==> src/rtl/hazard_pkg.sv <==
// Shared types and parameter checks for the hazard scoreboard.
// Scoreboard addresses are stored at a fixed width so that one struct serves every NREGS.
package hazard_pkg;

  localparam int SB_AW       = 8;
  localparam int FWD_REGFILE = 0;

  typedef struct packed {
    logic             valid;
    logic [SB_AW-1:0] addr;
    logic             is_load;
  } sb_entry_t;

  function automatic bit params_legal(input int nregs, input int aw, input int depth,
                                      input int nsrc, input int load_stage);
    return (depth >= 2) && (depth <= 7) &&
           (load_stage >= 2) && (load_stage <= depth) &&
           (nsrc >= 1) && (nregs >= 2) && (nregs <= (1 << SB_AW)) &&
           ((1 << aw) >= nregs);
  endfunction

endpackage

==> src/rtl/sb_match.sv <==
// Per-source scoreboard lookup: finds the youngest in-flight writer of the operand
// and decides whether its result can be forwarded yet or the instruction must wait.
module sb_match
  import hazard_pkg::*;
#(
  parameter int NREGS      = 16,
  parameter int AW         = $clog2(NREGS),
  parameter int DEPTH      = 3,
  parameter int LOAD_STAGE = 3,
  parameter int FW         = $clog2(DEPTH + 1)
) (
  input  logic                   i_valid,
  input  logic                   i_used,
  input  logic [AW-1:0]          i_addr,
  input  sb_entry_t [DEPTH-1:1]  i_entries,
  output logic                   o_stall,
  output logic [FW-1:0]          o_sel
);

  logic w_check;
  logic w_found;

  // The PC is supplied by the fetch path, never by the scoreboard.
  assign w_check = i_valid & i_used & (i_addr != AW'(NREGS - 1));

  always_comb begin
    o_stall = 1'b0;
    o_sel   = FW'(FWD_REGFILE);
    w_found = 1'b0;
    for (int k = 1; k < DEPTH; k++) begin
      if (w_check && !w_found && i_entries[k].valid &&
          i_entries[k].addr == SB_AW'(i_addr)) begin
        w_found = 1'b1;
        if (k + 1 >= (i_entries[k].is_load ? LOAD_STAGE : 2)) begin
          o_sel = FW'(k + 1);
        end else begin
          o_stall = 1'b1;
        end
      end
    end
  end

endmodule

==> src/rtl/hazard_scoreboard.sv <==
// Hazard and forwarding controller: shift-register scoreboard of in-flight writes,
// stall/flush generation for F/D/E, registered E-stage forward selects and a stall counter.
module hazard_scoreboard
  import hazard_pkg::*;
#(
  parameter int NREGS      = 16,
  parameter int AW         = $clog2(NREGS),
  parameter int DEPTH      = 3,
  parameter int NSRC       = 3,
  parameter int LOAD_STAGE = 3,
  parameter int CNT_W      = 32,
  localparam int FW        = $clog2(DEPTH + 1)
) (
  input  logic                 clk,
  input  logic                 rst,
  input  logic                 d_valid,
  input  logic [NSRC*AW-1:0]   d_src_addr,
  input  logic [NSRC-1:0]      d_src_used,
  input  logic                 d_wr_en,
  input  logic [AW-1:0]        d_wr_addr,
  input  logic                 d_is_load,
  input  logic                 e_cond_fail,
  input  logic                 branch_taken_e,
  output logic                 stall_f,
  output logic                 stall_d,
  output logic                 flush_d,
  output logic                 flush_e,
  output logic [NSRC*FW-1:0]   fwd_sel_e,
  output logic [CNT_W-1:0]     stall_count
);

  if (!params_legal(NREGS, AW, DEPTH, NSRC, LOAD_STAGE)) begin : g_illegal_params
    $error("hazard_scoreboard: illegal parameter set");
  end

  sb_entry_t [DEPTH:1]  r_sb;
  sb_entry_t            w_entry1;
  sb_entry_t            w_entry2;
  logic [NSRC-1:0]      w_src_stall;
  logic [NSRC*FW-1:0]   w_next_sel;
  logic [NSRC*FW-1:0]   r_fwd_sel;
  logic [CNT_W-1:0]     r_stall_count;
  logic [SB_AW-1:0]     w_pc_addr;
  logic                 w_data_stall;
  logic                 w_d_pc_wr;
  logic                 w_sb_pc_wr;
  logic                 w_pc_wr_pending;
  logic                 w_pc_wr_w;
  logic                 w_unused;

  assign w_pc_addr = SB_AW'(NREGS - 1);

  genvar gi;
  generate
    for (gi = 0; gi < NSRC; gi++) begin : g_src
      sb_match #(
        .NREGS      (NREGS),
        .AW         (AW),
        .DEPTH      (DEPTH),
        .LOAD_STAGE (LOAD_STAGE),
        .FW         (FW)
      ) u_match (
        .i_valid   (d_valid),
        .i_used    (d_src_used[gi]),
        .i_addr    (d_src_addr[gi*AW +: AW]),
        .i_entries (r_sb[DEPTH-1:1]),
        .o_stall   (w_src_stall[gi]),
        .o_sel     (w_next_sel[gi*FW +: FW])
      );
    end
  endgenerate

  assign w_data_stall = |w_src_stall;

  assign w_d_pc_wr = d_valid & d_wr_en & (d_wr_addr == AW'(NREGS - 1));

  always_comb begin
    w_sb_pc_wr = 1'b0;
    for (int k = 1; k < DEPTH; k++) begin
      if (r_sb[k].valid && r_sb[k].addr == w_pc_addr) begin
        w_sb_pc_wr = 1'b1;
      end
    end
  end

  assign w_pc_wr_pending = w_d_pc_wr | w_sb_pc_wr;
  assign w_pc_wr_w       = r_sb[DEPTH].valid & (r_sb[DEPTH].addr == w_pc_addr);

  // A taken branch discards D, so it overrides holding D for a data stall.
  assign stall_f = w_data_stall | w_pc_wr_pending;
  assign stall_d = w_data_stall & ~branch_taken_e;
  assign flush_e = w_data_stall | branch_taken_e;
  assign flush_d = branch_taken_e | (~w_data_stall & (w_pc_wr_pending | w_pc_wr_w));

  always_comb begin
    w_entry1 = '0;
    if (!flush_e) begin
      w_entry1.valid   = d_valid & d_wr_en;
      w_entry1.addr    = SB_AW'(d_wr_addr);
      w_entry1.is_load = d_is_load;
    end
    // A condition-failed E instruction never writes, so it stops being a hazard.
    w_entry2       = r_sb[1];
    w_entry2.valid = r_sb[1].valid & ~e_cond_fail;
  end

  always_ff @(posedge clk) begin
    if (rst) begin
      r_sb          <= '0;
      r_fwd_sel     <= '0;
      r_stall_count <= '0;
    end else begin
      r_sb[1] <= w_entry1;
      r_sb[2] <= w_entry2;
      for (int k = 3; k <= DEPTH; k++) begin
        r_sb[k] <= r_sb[k-1];
      end
      r_fwd_sel <= flush_e ? '0 : w_next_sel;
      if (stall_d && (r_stall_count != {CNT_W{1'b1}})) begin
        r_stall_count <= r_stall_count + CNT_W'(1);
      end
    end
  end

  assign fwd_sel_e   = r_fwd_sel;
  assign stall_count = r_stall_count;

  // The write-back stage's load flag has no consumer.
  assign w_unused = r_sb[DEPTH].is_load;

endmodule

==> config.mk <==
export PLATFORM = sky130hd
export DESIGN_NAME = hazard_scoreboard
export DESIGN_NICKNAME = d
export VERILOG_FILES = /design/src/rtl/hazard_pkg.sv /design/src/rtl/sb_match.sv /design/src/rtl/hazard_scoreboard.sv
export SDC_FILE = /design/constraint.sdc
export NUM_CORES = 1
export LEC_CHECK = 0
export CORE_MARGIN = 5
export CORE_UTILIZATION = 53
export DETAILED_ROUTE_END_ITERATION = 6
export PLACE_DENSITY = 0.85
export SLEW_MARGIN = 20
export SYNTH_ARGS = -nofsm -noshare
export SYNTH_HDL_FRONTEND = slang
export SYNTH_SLANG_ARGS = --single-unit
export TNS_END_PERCENT = 1
==> constraint.sdc <==
create_clock -name clk -period 6.4 [get_ports clk]
set_clock_uncertainty 0.1 [all_clocks]
set_input_delay 1.92 -clock clk [delete_from_list [all_inputs] [get_ports clk]]
set_output_delay 1.92 -clock clk [all_outputs]
set_load 0.05 [all_outputs]
==> metrics.md, run 1 <==
| Metric | Value |
|---|---|
| Outcome | `complete, no violations` |
| Post-CTS sizing | `0` |
| Placed inst area | `between 0.003 and 0.004 sq mm` |
| Max-slew headroom | `46.7%` |
| Max frequency | `about 0.17 GHz` |
| CTS root buf | `clkbuf_8` |
| Starting density of the core | `a little over half` |
| Xor/xnor share of the synthesized area | `7.88%` |
| Setup TNS | `0 ns` |
| IO Pins | `68` |
| Post-CTS Setup Bufs | `0` |
| Synth Cell Area | `0.00278 sq mm` |
| Final hold violation count | `0` |
| Fraction of the mapped netlist area in adder cells | `less than 1%` |
| Number of synthesized flops with an enable pin | `0` |
| Vias/cell | `between 5 and 6` |
| Yosys reg bits | `between 50 and 60` |
| Bufs on Longest Clock Path | `2` |
| GPL Wtd Cong | `roughly 0.9` |
| Layout cells sized above 1 | `between 8 and 9%` |
| Register area share after synthesis | `a little under 40%` |
| I/O Buffers | `67` |
| Setup WS post-layout | `between 0.5 and 0.6 ns` |
| CTS tree | `yes` |
| Combinational family with the most area after synthesis | `simple AND/OR/NAND/NOR gates` |
| First-pass GRT wire length | `roughly 11,000 um` |
| Post-synth ARST share | `0%` |
| Full die area | `roughly 0.0068 sq mm` |
| Post-synth top flop | `dfxtp_1` |
| Final #Nets | `between 400 and 500` |
| Initial antenna violation count | `0` |
| Simple-gate share of the synthesized area | `roughly a third` |
| WL per Instance | `around 15 um` |
| Area contributors post-synth | `dfxtp_1 39%, xnor2_1 5.4%, a21oi_1 4.3%` |
| Hold-fix buffers, CTS | `0` |
| Post-synth top area cell | `dfxtp_1` |
| Hold Path Class | `reg2reg` |
| Average size of a mapped cell | `~8.6 sq um` |
| Slew at the pin with the worst max-slew slack | `approximately 0.80 ns` |
| Die Y-Extent | `approximately 82 um` |
| CTS Sinks | `54` |
| Rows | `26` |
| Tcrit/Tclk final | `between 90% and 100%` |
| Slew Limit Fails | `0` |
| GRT Util Overall | `between 20% and 30%` |
| DRT iter0 DRCs | `around 110` |
| Gate Count Post-Synth | `about 330` |
| Top cell type's share of synthesized area | `38.9%` |
| Pre-CTS setup slack | `approximately 0.54 ns` |
| Worst Setup Start Kind | `primary input` |
| # setup viols final | `0` |
| Clk_lat worst skew | `roughly 0.31 ns` |
| ANT nets after route | `0` |
| P_leak | `1.15 nW` |
| Cts bufs inserted | `5` |
| RSZ-0062 raised after global routing | `false` |
| Pin count of the biggest net entering global routing | `approximately 50` |
| Syn-to-layout area delta | `29.3%` |
| Crit path DAT | `roughly 3.8 ns` |
| Post-Syn Nets | `352` |
| Chip Width | `between 80 and 90 um` |
| Yosys Warn Count | `0` |
| Synth Area in Compound Gates | `12.4%` |
| Vias in the first global route | `~2,500` |
| Post-synthesis cell type count | `43` |
| Final WL | `between 6000 and 7000 um` |
| Clk slew on worst S/H paths | `around 0.080 ns` |
| Residual DRC | `0` |
| Via count | `2,691` |
| Power Density | `164 mW/mm^2` |
| Remaining global-route overflow | `0` |
| Detail Placement HPWL | `~5300 um` |
| Number of iterations in the first detailed-routing pass | `4` |
| Worst VDD drop | `between 0.1 and 0.15 mV` |
| CTS H-tree lvls | `2` |
| Cell area after layout | `approximately 0.0036 sq mm` |
| Ant diodes | `0` |
| Min cycle time layout | `a little under 6 ns` |
| Critical Path Sink Type | `output port` |
| Core area | `~0.0051 sq mm` |
| WS Path Type | `in2out` |
| Max FO, Critical Path | `17` |
| Mux cell area share after synthesis | `about 2.8%` |
| Critical Path RT | `roughly 4.4 ns` |
| Maxcap violations | `0` |
==> cell usage in the layout (no fill, tap or decap), types with 8 or more instances in the layout <==
cell type	instances
or4_1	11
nand3_1	20
or3_1	10
clkdlybuf4s50_1	63
xor2_1	8
xnor2_1	17
nor2b_1	17
and3_1	8
a21oi_1	24
o21ai_0	13
nand2_1	25
dfxtp_1	54
o31ai_1	11
nand4_1	17
nor2_1	18
==> area by class of cell <==
type / instances / area, sq um
inverter: 6 / 22.5
clock buffer: 7 / 86.3
fill: 431 / 1510
multi-input combinational: 251 / 1610
timing repair buffer: 71 / 703
sequential: 54 / 1080
clock inverter: 1 / 5.00
tap: 70 / 87.6
==> cell usage after synthesis, types with 3 or more instances <==
cell and count:
nor2b_1 17, a21oi_1 24, nor3_2 3, inv_1 6, o21ai_0 13, buf_2 4, or3_1 10, nand3_1 20
xor2_1 8, and4_1 4, or2_2 3, nand2_1 25, nor2_1 18, nor3b_1 3, dfxtp_1 54, clkbuf_1 7
o31ai_1 11, nor3_1 5, or4_1 11, xnor2_1 17, and3_1 8, nand4_1 17, nor4_1 6, mux2_2 7
==> critical path, stage by stage <==
cell	delay, ns
clkdlybuf4s50_1	0.54
xnor2_1	0.14
nand3_1	0.13
nor4_4	0.43
o31ai_1	0.12
buf_4	0.20
o21ai_0	0.08
nand2_1	0.11
buf_12	0.17
==> flip-flops by register name, indices dropped and copies added (netlist names) <==
register / flops
stall_count: 32
fwd_sel_e: 6
r_sb: 16
==> logic make-up (layout without fill, tap and decap cells) <==
logic type / after synthesis / count (layout)
AND/OR/NAND/NOR: 161 / 161
AO/OA/AOI/OAI: 57 / 57
adder cells (fa/ha/maj): 1 / 1
flip-flops: 54 / 54
buffers and inverters: 20 / 85
multiplexers: 7 / 7
XOR/XNOR: 25 / 25
==> power breakdown <==
part           total, mW  switching, mW  internal [mW]
combinational     0.0509         0.0247         0.0261
sequential         0.342        0.00402          0.338
clock              0.196          0.108         0.0876
==> per-stage QoR <==
step / hold slack [ns] / std cells / utilization (%) / total power [mW]
CTS: 0.399 / 460 / 70.4 / 0.593
global route: 0.432 / 460 / 70.4 / 0.610
floorplan: 0.367 / 325 / - / 0.374
global placement: 0.376 / 452 / 68.6 / 0.400
detailed placement: 0.386 / 452 / 68.6 / 0.401
finish: 0.395 / 460 / 70.4 / 0.589
==> worst paths after layout <==
path,from,end,slack (ns),cells after the start
worst max register to register,stall_count[2],stall_count[6],3.73,6
worst min-delay path,stall_count[14],stall_count[14],0.40,2
worst max-delay path,d_src_addr[2],flush_d,0.54,9
worst min register to register,stall_count[14],stall_count[14],0.40,2
==> per-layer routing <==
| layer | track usage (%) | vias to the layer above | part of all wire, % |
|---|---|---|---|
| met3 | 3.90 | 11 | 6.3 |
| li1 | - | 1329 | - |
| met1 | 24.8 | 1262 | 40 |
| met4 | 7.97 | 0 | 1.7 |
| met5 | 0 | - | 0 |
| met2 | 39.5 | 89 | 52 |
No activity file was read; power rests on OpenSTA's default activity.
==> inputs of run 2 (changes only) <==
--- a/config.mk
+++ b/config.mk
@@ -6,9 +6,9 @@
 export NUM_CORES = 1
 export LEC_CHECK = 0
 export CORE_MARGIN = 5
-export CORE_UTILIZATION = 53
+export CORE_UTILIZATION = 49
 export DETAILED_ROUTE_END_ITERATION = 6
-export PLACE_DENSITY = 0.85
+export PLACE_DENSITY = 0.79
 export SLEW_MARGIN = 20
 export SYNTH_ARGS = -nofsm -noshare
 export SYNTH_HDL_FRONTEND = slang
==> constraint.sdc (replaced) <==
create_clock -name clk -period 6.15 [get_ports clk]
set_clock_uncertainty 0.1 [all_clocks]
set_input_delay 1.845 -clock clk [delete_from_list [all_inputs] [get_ports clk]]
set_output_delay 1.845 -clock clk [all_outputs]
set_load 0.05 [all_outputs]
==> run 2 against run 1 <==
Worst setup slack got worse by 0.15 ns. Critical path depth shrank 2. Utilization down 4.6 points. Combinational power grew 4.3%. Register-to-register slack worse by 0.20 ns. Largest power group unchanged. Highest routed layer unchanged.
==> metrics.md, run 2 (synthesis gave the netlist of run 1 again) <==
| Metric | Value |
|---|---|
| P_leak | `1.15 nW (+0.35%)` |
| Max FFs per register | `32 (unchanged)` |
| Utilization after layout | `65.7% (-4.6 points)` |
| Seq pwr share | `55.4% (-2.7 points)` |
| GRT Util Overall | `18.8% (-2.8 points)` |
| Final #Nets | `416 (unchanged)` |
| CTS root buf | `clkbuf_8` |
| Clock power frac | `36.3% (+3.0 points)` |
| Hold-fix buffers, CTS | `0 (unchanged)` |
| Pin count of the biggest net entering global routing | `51 (unchanged)` |
| FF-to-FF path depth | `6 (unchanged)` |
| Placed inst area | `0.00350 sq mm (about the same)` |
| Syn-to-layout area delta | `30.2%` |
| Hold depth | `2 (unchanged)` |
| Worst Setup Start Kind | `primary input` |
| Initial antenna violation count | `0 (unchanged)` |
| Core area | `0.00551 sq mm (+7.8%)` |
| CP max stage delay | `0.57 ns (+0.03 ns)` |
| IO Pins | `68 (unchanged)` |
| RSZ-0062 raised after global routing | `false` |
| Crit-path cells | `clkdlybuf4s50_1, xor2_1, nor4_4, o31ai_2, o21ai_0, nand2_1, buf_12` |
| First-pass GRT wire length | `11,400 um (-0.67%)` |
| Vias in the first global route | `2,459 (-1.7%)` |
| Maxcap violations | `0 (unchanged)` |
| Ant diodes | `0 (unchanged)` |
| Worst VDD drop | `0.0965 mV (-12%)` |
| Residual DRC | `0 (unchanged)` |
| Post-CTS Setup Bufs | `0 (unchanged)` |
| WL per Instance | `14.8 um (-2.8%)` |
| Max frequency | `0.174 GHz` |
| Tcrit/Tclk final | `93.7%` |
| Delay-heaviest family, CP | `compound AO/OA/AOI/OAI gates` |
| Hold Path Class | `reg2reg` |
| Via count | `2,634 (-2.1%)` |
| Die Y-Extent | `85.3 um (+3.5%)` |
| Final hold violation count | `0 (unchanged)` |
| CTS tree | `yes` |
| Final WL | `6840 um (-2.3%)` |
| CTS Sinks | `54 (unchanged)` |
| Number of iterations in the first detailed-routing pass | `4 (unchanged)` |
| GPL Wtd Cong | `0.908 (+0.70%)` |
| Internal power | `0.499 mW (+10%)` |
| Vias/cell | `5.70 (-2.5%)` |
| # setup viols final | `0 (unchanged)` |
| I/O Buffers | `67 (unchanged)` |
| Clk slew on worst S/H paths | `0.10 ns (+0.02 ns)` |
| CTS H-tree lvls | `2 (unchanged)` |
| Switching Share | `22.3% (-0.92 points)` |
| Starting density of the core | `50.5% (-3.9 points)` |
| Critical Path RT | `4.20 ns (-0.18 ns)` |
| Remaining global-route overflow | `0 (unchanged)` |
| Combinational power share | `8.3% (-0.3 points)` |
| Cts bufs inserted | `5 (unchanged)` |
| Clk_lat worst skew | `0.31 ns (about the same)` |
| Min cycle time layout | `about 5.8 ns` |
| Full die area | `0.00728 sq mm (+7.2%)` |
| CP max stage cell | `o31ai_2` |
| Most frequent cells in the layout | `63 x clkdlybuf4s50_1, 54 x dfxtp_1, 25 x nand2_1, 24 x a21oi_1, 20 x nand3_1` |
| Crit path DAT | `3.81 ns (-0.03 ns)` |
| Setup TNS | `0 ns (unchanged)` |
| Rows | `27 (+3.8%)` |
| DRT iter0 DRCs | `159 (+39%)` |
| Worst path bufs/invs | `2 (-1)` |
| Cell count along the critical path | `7 (-2)` |
| Post-CTS sizing | `0 (unchanged)` |
| Power Density | `178 mW/mm^2 (+8.4%)` |
| Bufs on Longest Clock Path | `2 (unchanged)` |
| Slew at the pin with the worst max-slew slack | `0.782 ns (-0.0174 ns)` |
| Max-slew headroom | `47.9% (+1.2 points)` |
| Slew Limit Fails | `0 (unchanged)` |
| Max FO, Critical Path | `10 (-7)` |
| Cell area after layout | `0.00362 sq mm (+0.70%)` |
| Net switching power | `0.144 mW (+4.8%)` |
| ANT nets after route | `0 (unchanged)` |
| Layout cells sized above 1 | `8.72% (+0.51 points)` |
| WS Path Type | `in2out` |
| Outcome | `complete, no violations` |
| Critical Path Sink Type | `output port` |
| Chip Width | `85.3 um (+3.5%)` |
| Most common cell after layout, fill and taps aside | `clkdlybuf4s50_1` |
| Detail Placement HPWL | `5160 um (-3.0%)` |
==> run 2: per-stage QoR <==
step | worst slack, ns | power, mW | hold slack [ns] | std cells
5_1_grt | 0.249 | 0.671 | 0.431 | 462
3_5_place_dp | 0.132 | 0.418 | 0.393 | 454
6_report | 0.390 | 0.643 | 0.403 | 462
2_1_floorplan | 0.830 | 0.389 | 0.367 | 325
4_1_cts | 0.129 | 0.647 | 0.406 | 462
3_3_place_gp | 0.222 | 0.417 | 0.378 | 454
==> run 2: layout make-up <==
| class | count | area [sq um] |
|---|---|---|
| Fill cell | 501 | 1890 |
| Multi-Input combinational cell | 251 | 1610 |
| Clock buffer | 5 | 68.8 |
| Clock inverter | 3 | 40.0 |
| Sequential cell | 54 | 1080 |
| Timing Repair Buffer | 71 | 703 |
| Inverter | 6 | 22.5 |
| Tap cell | 72 | 90.1 |
==> run 2: worst paths after layout <==
| check | slack [ns] | endpoint | from |
|---|---|---|---|
| max | 0.39 | flush_d | d_src_addr[0] |
| min | 0.40 | stall_count[10] | stall_count[10] |
| max reg2reg | 3.53 | stall_count[6] | stall_count[2] |
| min reg2reg | 0.40 | stall_count[10] | stall_count[10] |
==> run 2: power groups by stage <==
stage / clock network (mW) / registers [mW] / logic [mW]
floorplan: 0 / 0.363 / 0.0263
finish: 0.233 / 0.356 / 0.0531
detailed placement: 0 / 0.365 / 0.0531
global placement: 0 / 0.365 / 0.0523
CTS: 0.238 / 0.356 / 0.0532
global route: 0.256 / 0.357 / 0.0578
==> run 2: worst reg2reg max path, delay by kind of cell (launching register included) <==
kind / cells / cell delay [ns]
flops: 1 / 0.45
mux: 1 / 0.30
simple gates: 5 / 1.66
==> run 2: per-layer routing <==
metal	share of wire, %	track usage (%)
met1	43	22.7
met2	50	33.7
met3	5.3	3.30
met4	1.9	5.90
met5	0	0
==> inputs of run 3 (changes only) <==
--- a/config.mk
+++ b/config.mk
@@ -7,6 +7,7 @@
 export LEC_CHECK = 0
 export CORE_MARGIN = 5
 export CORE_UTILIZATION = 49
+export CTS_CLUSTER_DIAMETER = 40
 export DETAILED_ROUTE_END_ITERATION = 6
 export PLACE_DENSITY = 0.79
 export SLEW_MARGIN = 20
==> results of run 3 <==
Same layout as run 2: the final DEF is identical, and so are final timing and power.
